[config.mk]
export PLATFORM = sky130hd
export DESIGN_NAME = pow_seq
export DESIGN_NICKNAME = d
export VERILOG_FILES = /design/src/rtl/pow_seq_pkg.sv /design/src/rtl/mul_ovf.sv /design/src/rtl/pow_seq.sv
export SDC_FILE = /design/constraint.sdc
export NUM_CORES = 1
export LEC_CHECK = 0
export CAP_MARGIN = 5
export CORE_MARGIN = 8
export CORE_UTILIZATION = 45
export CTS_CLUSTER_DIAMETER = 200
export DETAILED_ROUTE_END_ITERATION = 12
export GPL_ROUTABILITY_DRIVEN = 0
export SLEW_MARGIN = 20
export SYNTH_ARGS = -nofsm -noshare
export SYNTH_HDL_FRONTEND = slang
export SYNTH_SLANG_ARGS = --single-unit
[constraint.sdc]
create_clock -name clk -period 9.2 [get_ports clk]
set_input_delay 1.38 -clock clk [delete_from_list [all_inputs] [get_ports clk]]
set_output_delay 1.38 -clock clk [all_outputs]
set_load 0.01 [all_outputs]
[src/rtl/pow_seq_pkg.sv]
// Shared definitions for the sequential power unit: FSM state encoding and
// base-selection mode constants.
package pow_seq_pkg;

    typedef enum logic [1:0] {
        ST_IDLE = 2'd0,
        ST_RUN  = 2'd1,
        ST_DONE = 2'd2
    } state_e;

    localparam logic MODE_BASE = 1'b0;
    localparam logic MODE_POW2 = 1'b1;

endpackage

[src/rtl/mul_ovf.sv]
// Unsigned WIDTH x WIDTH multiplier returning the low half of the product and
// a flag that is set when the upper half is nonzero.
module mul_ovf #(
    parameter int WIDTH = 8
) (
    input  logic [WIDTH-1:0] a,
    input  logic [WIDTH-1:0] b,
    output logic [WIDTH-1:0] lo,
    output logic             ovf
);

    logic [2*WIDTH-1:0] prod_s;

    // Full-width product, zero-extended operands so no bits are lost
    always_comb begin
        prod_s = {{WIDTH{1'b0}}, a} * {{WIDTH{1'b0}}, b};
        lo     = prod_s[WIDTH-1:0];
        ovf    = |prod_s[2*WIDTH-1:WIDTH];
    end

endmodule

[src/rtl/pow_seq.sv]
// Sequential base^exp mod 2^WIDTH by left-to-right square-and-multiply, one
// exponent bit per clock, with exact overflow and a start/done handshake.
module pow_seq
    import pow_seq_pkg::*;
#(
    parameter int WIDTH = 8,
    parameter int EXP_W = 4
) (
    input  logic             clk,
    input  logic             rst_n,
    input  logic             start,
    input  logic             mode,
    input  logic [WIDTH-1:0] base,
    input  logic [EXP_W-1:0] exp,
    output logic             busy,
    output logic             done,
    output logic [WIDTH-1:0] result,
    output logic             overflow
);

    localparam int IDX_W = (EXP_W > 1) ? $clog2(EXP_W) : 1;

    state_e           state_r;
    logic [WIDTH-1:0] base_r;
    logic [EXP_W-1:0] exp_r;
    logic [WIDTH-1:0] acc_r;
    logic             ovf_r;
    logic [IDX_W-1:0] idx_r;
    logic             busy_r;
    logic             done_r;
    logic [WIDTH-1:0] result_r;
    logic             overflow_r;

    logic [WIDTH-1:0] sq_lo_s;
    logic             sq_ovf_s;
    logic [WIDTH-1:0] mul_lo_s;
    logic             mul_ovf_s;
    logic             bit_s;
    logic [WIDTH-1:0] acc_nxt_s;
    logic             ovf_nxt_s;
    logic [WIDTH-1:0] base_sel_s;

    mul_ovf #(.WIDTH(WIDTH)) u_sq (
        .a   (acc_r),
        .b   (acc_r),
        .lo  (sq_lo_s),
        .ovf (sq_ovf_s)
    );

    mul_ovf #(.WIDTH(WIDTH)) u_mul (
        .a   (sq_lo_s),
        .b   (base_r),
        .lo  (mul_lo_s),
        .ovf (mul_ovf_s)
    );

    // Operand selection at launch: pow2 mode replaces the base with 2
    always_comb begin
        base_sel_s = base;
        if (mode == MODE_POW2) begin
            base_sel_s = WIDTH'(2'd2);
        end else begin
            base_sel_s = base;
        end
    end

    // One square-and-multiply step; the multiply only counts when the bit is set
    always_comb begin
        bit_s     = exp_r[idx_r];
        acc_nxt_s = sq_lo_s;
        ovf_nxt_s = ovf_r | sq_ovf_s;
        if (bit_s) begin
            acc_nxt_s = mul_lo_s;
            ovf_nxt_s = ovf_r | sq_ovf_s | mul_ovf_s;
        end else begin
            acc_nxt_s = sq_lo_s;
            ovf_nxt_s = ovf_r | sq_ovf_s;
        end
    end

    // Control FSM with operand, accumulator and output registers
    always_ff @(posedge clk) begin
        if (!rst_n) begin
            state_r    <= ST_IDLE;
            base_r     <= {WIDTH{1'b0}};
            exp_r      <= {EXP_W{1'b0}};
            acc_r      <= {WIDTH{1'b0}};
            ovf_r      <= 1'b0;
            idx_r      <= {IDX_W{1'b0}};
            busy_r     <= 1'b0;
            done_r     <= 1'b0;
            result_r   <= {WIDTH{1'b0}};
            overflow_r <= 1'b0;
        end else begin
            case (state_r)
                ST_IDLE: begin
                    done_r <= 1'b0;
                    if (start) begin
                        base_r  <= base_sel_s;
                        exp_r   <= exp;
                        acc_r   <= WIDTH'(1'b1);
                        ovf_r   <= 1'b0;
                        idx_r   <= IDX_W'(EXP_W - 1);
                        busy_r  <= 1'b1;
                        state_r <= ST_RUN;
                    end else begin
                        busy_r  <= 1'b0;
                        state_r <= ST_IDLE;
                    end
                end
                ST_RUN: begin
                    acc_r <= acc_nxt_s;
                    ovf_r <= ovf_nxt_s;
                    if (idx_r == {IDX_W{1'b0}}) begin
                        result_r   <= acc_nxt_s;
                        overflow_r <= ovf_nxt_s;
                        done_r     <= 1'b1;
                        state_r    <= ST_DONE;
                    end else begin
                        idx_r   <= idx_r - IDX_W'(1'b1);
                        state_r <= ST_RUN;
                    end
                end
                ST_DONE: begin
                    done_r  <= 1'b0;
                    busy_r  <= 1'b0;
                    state_r <= ST_IDLE;
                end
                default: begin
                    done_r  <= 1'b0;
                    busy_r  <= 1'b0;
                    state_r <= ST_IDLE;
                end
            endcase
        end
    end

    assign busy     = busy_r;
    assign done     = done_r;
    assign result   = result_r;
    assign overflow = overflow_r;

endmodule

Word level (Yosys, flattened, before mapping)
Index checks and enable logic that the tools add are counted.
{"block": "word_totals", "regBits": 36, "in_bits": 16, "output_inout_bits": 11, "elab_cells": 46}
{"block": "classes", "addsub": 1, "n_mul": 2, "n_lt_le_gt_ge": 1, "eq_ne": 3, "mux": 17, "n_bitwise": 2, "reduce_logical": 10}
{"cell": "8-bit by 8-bit multiplier with 16-bit output", "n": 2}
{"cell": "8-bit two-way mux", "n": 3}
{"cell": "8-bit case mux with 2 select lines", "n": 1}
{"cell": "8-bit OR reduction", "n": 2}
{"cell": "2-bit case mux with 2 select lines", "n": 2}
{"cell": "2-bit AND reduction", "n": 4}
{"cell": "2-bit two-way mux", "n": 3}
{"cell": "1-bit two-way mux", "n": 5}
{"cell": "2-bit zero test", "n": 2}
{"cell": "2-bit inequality test, second input constant", "n": 2}
{"cell": "1-bit case mux with 2 select lines", "n": 2}
{"cell": "2-bit by 3-bit < comparator with 1-bit output, second input constant", "n": 1}
{"cell": "3-bit AND reduction", "n": 1}
{"cell": "1-bit binary-select mux with 2-bit select", "n": 1}
{"cell": "2-bit by 1-bit == test with 1-bit output, second input constant", "n": 1}
{"cell": "1-bit bitwise OR", "n": 2}
{"cell": "2-bit nonzero test", "n": 1}
{"cell": "2-bit by 1-bit subtractor with 2-bit output, second input constant", "n": 1}

Logic depth before layout (Yosys ltp)
Gate-level depths: netlist of run 1.
{"block": "depth", "ltp_word": 6, "ltp_mapped": 30, "depth_no_buf": 29}

By module
A second synthesis of run 1 with hierarchy kept.
{"block": "hier_totals", "hier_cells": 652, "hier_area_um2": 5655.4}
{"module": "mul_ovf (u_mul)", "instances": 1, "cells_per_inst": 258, "area_per_inst_um2": 2138.3, "seq_area_each_um2": 0.0}
{"module": "mul_ovf (u_sq)", "instances": 1, "cells_per_inst": 251, "area_per_inst_um2": 2120.8, "seq_area_each_um2": 0.0}
{"module": "pow_seq", "instances": 1, "cells_per_inst": 143, "area_per_inst_um2": 1396.3, "seq_area_each_um2": 720.7}

Worst setup path after synthesis of run 1
OpenSTA, ideal clock, no wires.
{"block": "synth_timing", "path_kind": "register to register", "startpoint": "register acc_r[5]", "endpoint": "register overflow_r, in the netlist overflow", "setup_time_ns": 0.137, "arrival_ns": 7.417, "t_required_ns": 9.063, "setup_slack_ns": 1.646, "path_stages_with_launch": 29, "n_path_buf": 2, "period_less_slack_ns": 7.554, "path_cell_list": "dfxtp_1 -> clkbuf_1 -> nand2_1 -> fa_1 -> xor2_1 -> xnor2_1 -> fa_1 -> fa_1 -> inv_1 -> ha_1 -> o21ai_0 -> nor2_1 -> nor2_1 -> nand2_1 -> fa_1 -> inv_1 -> fa_1 -> inv_1 -> fa_1 -> fa_1 -> inv_1 -> ha_1 -> buf_6 -> a21oi_2 -> o221ai_1 -> or4_1 -> or4_4 -> o41ai_2 -> a31oi_1"}
{"block": "synth_via", "elab_chain_len": 5, "word_cells_on_any_way": 7, "cone_classes": "mul: 2; mux: 1; bitwise: 2; reduce/logical: 2"}
{"element": "start, declared", "line_no": "pow_seq.sv:26", "source": "logic [WIDTH-1:0] acc_r;"}
{"element": "start signal, assigned", "line_no": "pow_seq.sv:87", "source": "acc_r <= {WIDTH{1'b0}};"}
{"element": "start signal, assigned", "line_no": "pow_seq.sv:101", "source": "acc_r <= WIDTH'(1'b1);"}
{"element": "start signal, assigned", "line_no": "pow_seq.sv:112", "source": "acc_r <= acc_nxt_s;"}
{"element": "8-bit by 8-bit multiplier with 16-bit output (*)", "line_no": "mul_ovf.sv:16", "source": "prod_s = {{WIDTH{1'b0}}, a} * {{WIDTH{1'b0}}, b};"}
{"element": "8-bit by 8-bit multiplier with 16-bit output / 8-bit OR reduction (equally long branches)", "line_no": "mul_ovf.sv:16, mul_ovf.sv:18"}
{"element": "8-bit OR reduction / 1-bit bitwise OR (equally long branches)", "line_no": "mul_ovf.sv:18, pow_seq.sv:74, pow_seq.sv:77"}
{"element": "1-bit bitwise OR", "line_no": "pow_seq.sv:74", "source": "ovf_nxt_s = ovf_r | sq_ovf_s | mul_ovf_s;"}
{"element": "1-bit two-way mux (*)", "line_no": "pow_seq.sv:72", "source": "if (bit_s) begin"}
{"element": "end signal, assigned", "line_no": "pow_seq.sv:116", "source": "overflow_r <= ovf_nxt_s;"}
{"element": "end, declared", "line_no": "pow_seq.sv:32", "source": "logic overflow_r;"}
Mark *: on every way between the ends. The rest lies on a longest branch, timed or not.
A chain may end at the register's enable or synchronous reset.

Worst setup path after layout of run 1
{"block": "layout_timing", "startpoint": "register acc_r[0]", "endpoint": "register overflow_r, in the netlist overflow"}
Same word-level chain as after synthesis.

==> impl_metrics.ini, run 1 <==
[clock_network]
post_cts_buffers = 0
ctsHtreeMaxLevel = 2
clock_path_buffers = 2
ctsResizeCount = 0
worst_path_clk_slew_ns = 0.06
clk-insertion-delay-late_ns = 0.28
clock_root_buffer = sky130_fd_sc_hd__clkbuf_16
cts_tree = yes
cts.sink_count = 36
hold_buffers = 0
numCtsBuffers = 5

[sta]
layout_setup_ws_ns = 0.884
setup_repair_after_global_routing_missed_its_margin = false
slew_headroom_pct = 40.1
setup_total_negative_slack_ns = 0
timing.final.max_slew_violations = 0
period_needed_ns = 8.32
hold_violations = 0
clock-skew-final_ns = 0.00603
timing.final.crit_share_pct = 90.4
report.final.setup_viol = 0
fmax_mhz = 120
worst-slew-pin-transition_ns = 0.896

[routing]
remaining_drc_errors = 0
routed_wl_mm = 11.0
detail-route-antenna-nets = 0
dr_wl_met3_um = 311
met1Wirelength_mm = 4.81
routed_wire_length_per_instance_um = 14.4
sum_of_met2_wire_segment_lengths_after_detailed_routing_mm = 5.68
routed-via-count = 4016
via_per_inst = 5.27
top_layer = met4
detail_route.iter0.violations = 248
drt_first_pass_iters = 4

[yosys]
ys_async_sr_fraction_pct = 0
synth.yosys.seq_area_share_pct = 14.2
syn_area_per_cell_um2 = 8.45
syn-cell-area_um2 = 5090
netlist-cell-type-count = 57
postSynth.topFlopCell = sky130_fd_sc_hd__dfxtp_1
synthesis.nets = 738
edff_count_synth = 0
syn-instance-count = 602
ys_ff_latch = 36
yosysWarningCount = 0

[worst_setup_path]
cp-startpoint = acc_r[0]$_SDFFE_PN0P_
worst-setup-path-type = reg -> reg
critical_path_arrival_ns = 8.46
timing.critical_path.buf_inv = 5
timing.critical_path.from_type = flop
cpMostUsedCell = sky130_fd_sc_hd__fa_1
cp_top_family = adder cells
worstPathRequired_ns = 9.34
worst_setup_path_end_kind = flop
critical_path.reg2reg.startpoint = acc_r[0]$_SDFFE_PN0P_
critical-path-max-stage-delay_ns = 0.61
cp.depth = 29
r2r.worst_path.cells = 29
setup.reg_to_reg.worst_slack_ns = 0.88
path_max_fanout = 18
cpMaxStageDelayCell = sky130_fd_sc_hd__dfxtp_1

[power_and_ir_drop]
p_leak_nw = 2.78
p_clk_share_pct = 41.6
pwr_density_cell_nw_per_um2 = 69.5
switching_power_uw = 102
pwr-share-seq_pct = 44.9
irDropWorstVdd_uv = 86.7
totalPowerFinal_uw = 389
combPwrFrac_pct = 13.5
cellInternalPower_uw = 288
switching_portion_of_total_power_pct = 26.1

[global_route]
grt_util_all_layers_pct = 15.1
first_pass_grt_wire_length_mm = 18.7
number_of_global_route_vias_before_repair = 4072
number_of_antenna_violations_at_the_first_check_in_global_routing = 0
grt_max_degree = 30
grt-ovfl-total = 0

[finish]
layout-area-overhead-vs-synth_pct = 10.0
layout_common_cells = sky130_fd_sc_hd__inv_1, sky130_fd_sc_hd__nand2_1, sky130_fd_sc_hd__ha_1
design.final.nets = 755
final_design_area_excluding_fillers_um2 = 5600
antenna-diode-count = 0
final_common_cell = sky130_fd_sc_hd__inv_1
post_route_cells_drive_above_1_share_pct = 3.07

[floorplan]
start_util_pct = 45.3
fp.dieH_um = 122
design.core.area_um2 = 11200
die_area_um2 = 15000
die_width_um = 122
ioPinCount = 27
core.rowCount = 39

[placement]
worst_setup_slack_post_dpl_ns = 0.892
dp_hpwl_mm = 9.27
buffers_added_on_ports = 26
placedInstanceArea_um2 = 5460

[job]
drv_cap = 0

[min_path]
worst_hold_path.num_cells = 2
hold_path.startpoint = exp_r[3]$_SDFFE_PN0P_
hold_class = reg -> reg

[run_status]
run_status = complete, no violations
[cell usage after synthesis, types with 4 or more instances]
cell                        n  area, µm²
sky130_fd_sc_hd__a211oi_1   5       37.5
sky130_fd_sc_hd__a21boi_0  14        105
sky130_fd_sc_hd__a21o_1     8       60.1
sky130_fd_sc_hd__a21oi_1   17       85.1
sky130_fd_sc_hd__a31oi_1    6       37.5
sky130_fd_sc_hd__and2_1    59        369
sky130_fd_sc_hd__and3_1     5       31.3
sky130_fd_sc_hd__clkbuf_1  14       52.6
sky130_fd_sc_hd__dfxtp_1   36        721
sky130_fd_sc_hd__fa_1      53       1060
sky130_fd_sc_hd__ha_1      67        838
sky130_fd_sc_hd__inv_1     96        360
sky130_fd_sc_hd__mux2i_1    6       60.1
sky130_fd_sc_hd__nand2_1   69        259
sky130_fd_sc_hd__nand2b_1   4       25.0
sky130_fd_sc_hd__nand3_1    5       25.0
sky130_fd_sc_hd__nand3b_1   7       52.6
sky130_fd_sc_hd__nor2_1    26       97.6
sky130_fd_sc_hd__nor2b_1    6       37.5
sky130_fd_sc_hd__nor3_1     7       35.0
sky130_fd_sc_hd__nor3b_1    4       30.0
sky130_fd_sc_hd__o211a_1    5       50.1
sky130_fd_sc_hd__o21ai_0   23        115
sky130_fd_sc_hd__xnor2_1   12        105
sky130_fd_sc_hd__xor2_1     7       61.3
[logic make-up (layout without fill, tap and decap cells)]
family / after synthesis / after routing / share of synthesized area (%)
multiplexers: 8 / 8 / 1.84
AO/OA/AOI/OAI: 103 / 103 / 14.1
buffers and inverters: 112 / 129 / 8.41
XOR/XNOR: 19 / 19 / 3.27
adder cells (fa/ha/maj): 120 / 120 / 37.3
AND/OR/NAND/NOR: 204 / 204 / 20.9
flip-flops: 36 / 36 / 14.2
[worst reg2reg max path: cells and delay by family (launching register included)]
family | cells | cell delay (ns)
flops | 1 | 0.61
simple gates | 7 | 1.62
fa+ha+maj | 10 | 4.22
compound gates | 6 | 1.41
buf+inv | 5 | 0.22
xor+xnor | 1 | 0.09
[power groups by stage]
stage          clock network (mW)  registers, mW  logic, mW
2_1_floorplan                   0          0.175     0.0323
3_3_place_gp                    0          0.178     0.0526
4_1_cts                     0.166          0.175     0.0534
6_report                    0.162          0.175     0.0526
5_1_grt                     0.171          0.176     0.0592
3_5_place_dp                    0          0.178     0.0531
[per-stage QoR]
step / hold slack [ns] / cells / utilization, %
floorplan: 0.440 / 602 / -
global placement: 0.459 / 755 / 48.7
detailed placement: 0.464 / 755 / 48.7
CTS: 0.472 / 762 / 49.9
global route: 0.508 / 762 / 49.9
finish: 0.471 / 762 / 49.9
[state kept, by name (all words and copies together), names as in the netlist]
| register | count |
|---|---|
| acc_r | 8 |
| base_r | 8 |
| busy | 1 |
| done | 1 |
| exp_r | 4 |
| idx_r | 2 |
| overflow | 1 |
| ovf_r | 1 |
| result | 8 |
| state_r | 2 |
[final timing paths]
kind,endpoint
setup / recovery,overflow$_SDFFE_PN0P_
setup reg to reg,overflow$_SDFFE_PN0P_
hold / removal,exp_r[3]$_SDFFE_PN0P_
hold reg to reg,exp_r[3]$_SDFFE_PN0P_
[final cells by class]
class / instances / area (µm²)
clock inverters: 2 / 12.5
multi-input cells: 454 / 3940
clock buffers: 5 / 125
inverters: 96 / 360
flip-flops and latches: 36 / 721
well taps: 143 / 179
fillers: 1071 / 5630
repair buffers: 26 / 260
[per-layer routing]
| metal | global-route usage, % | up-vias |
|---|---|---|
| met3 | 1.93 | 11 |
| li1 | - | 2006 |
| met4 | 3.50 | 0 |
| met1 | 18.7 | 1946 |
| met5 | 0 | - |
| met2 | 27.4 | 53 |
Power figures use the tool's default switching activity.
==> run 2, diff against run 1 <==
--- a/config.mk
+++ b/config.mk
@@ -11,7 +11,6 @@
 export CTS_CLUSTER_DIAMETER = 200
 export DETAILED_ROUTE_END_ITERATION = 12
 export GPL_ROUTABILITY_DRIVEN = 0
-export SLEW_MARGIN = 20
 export SYNTH_ARGS = -nofsm -noshare
 export SYNTH_HDL_FRONTEND = slang
 export SYNTH_SLANG_ARGS = --single-unit
==> results of run 2 <==
Same layout as run 1: the final DEF is identical, and so are final timing and power.
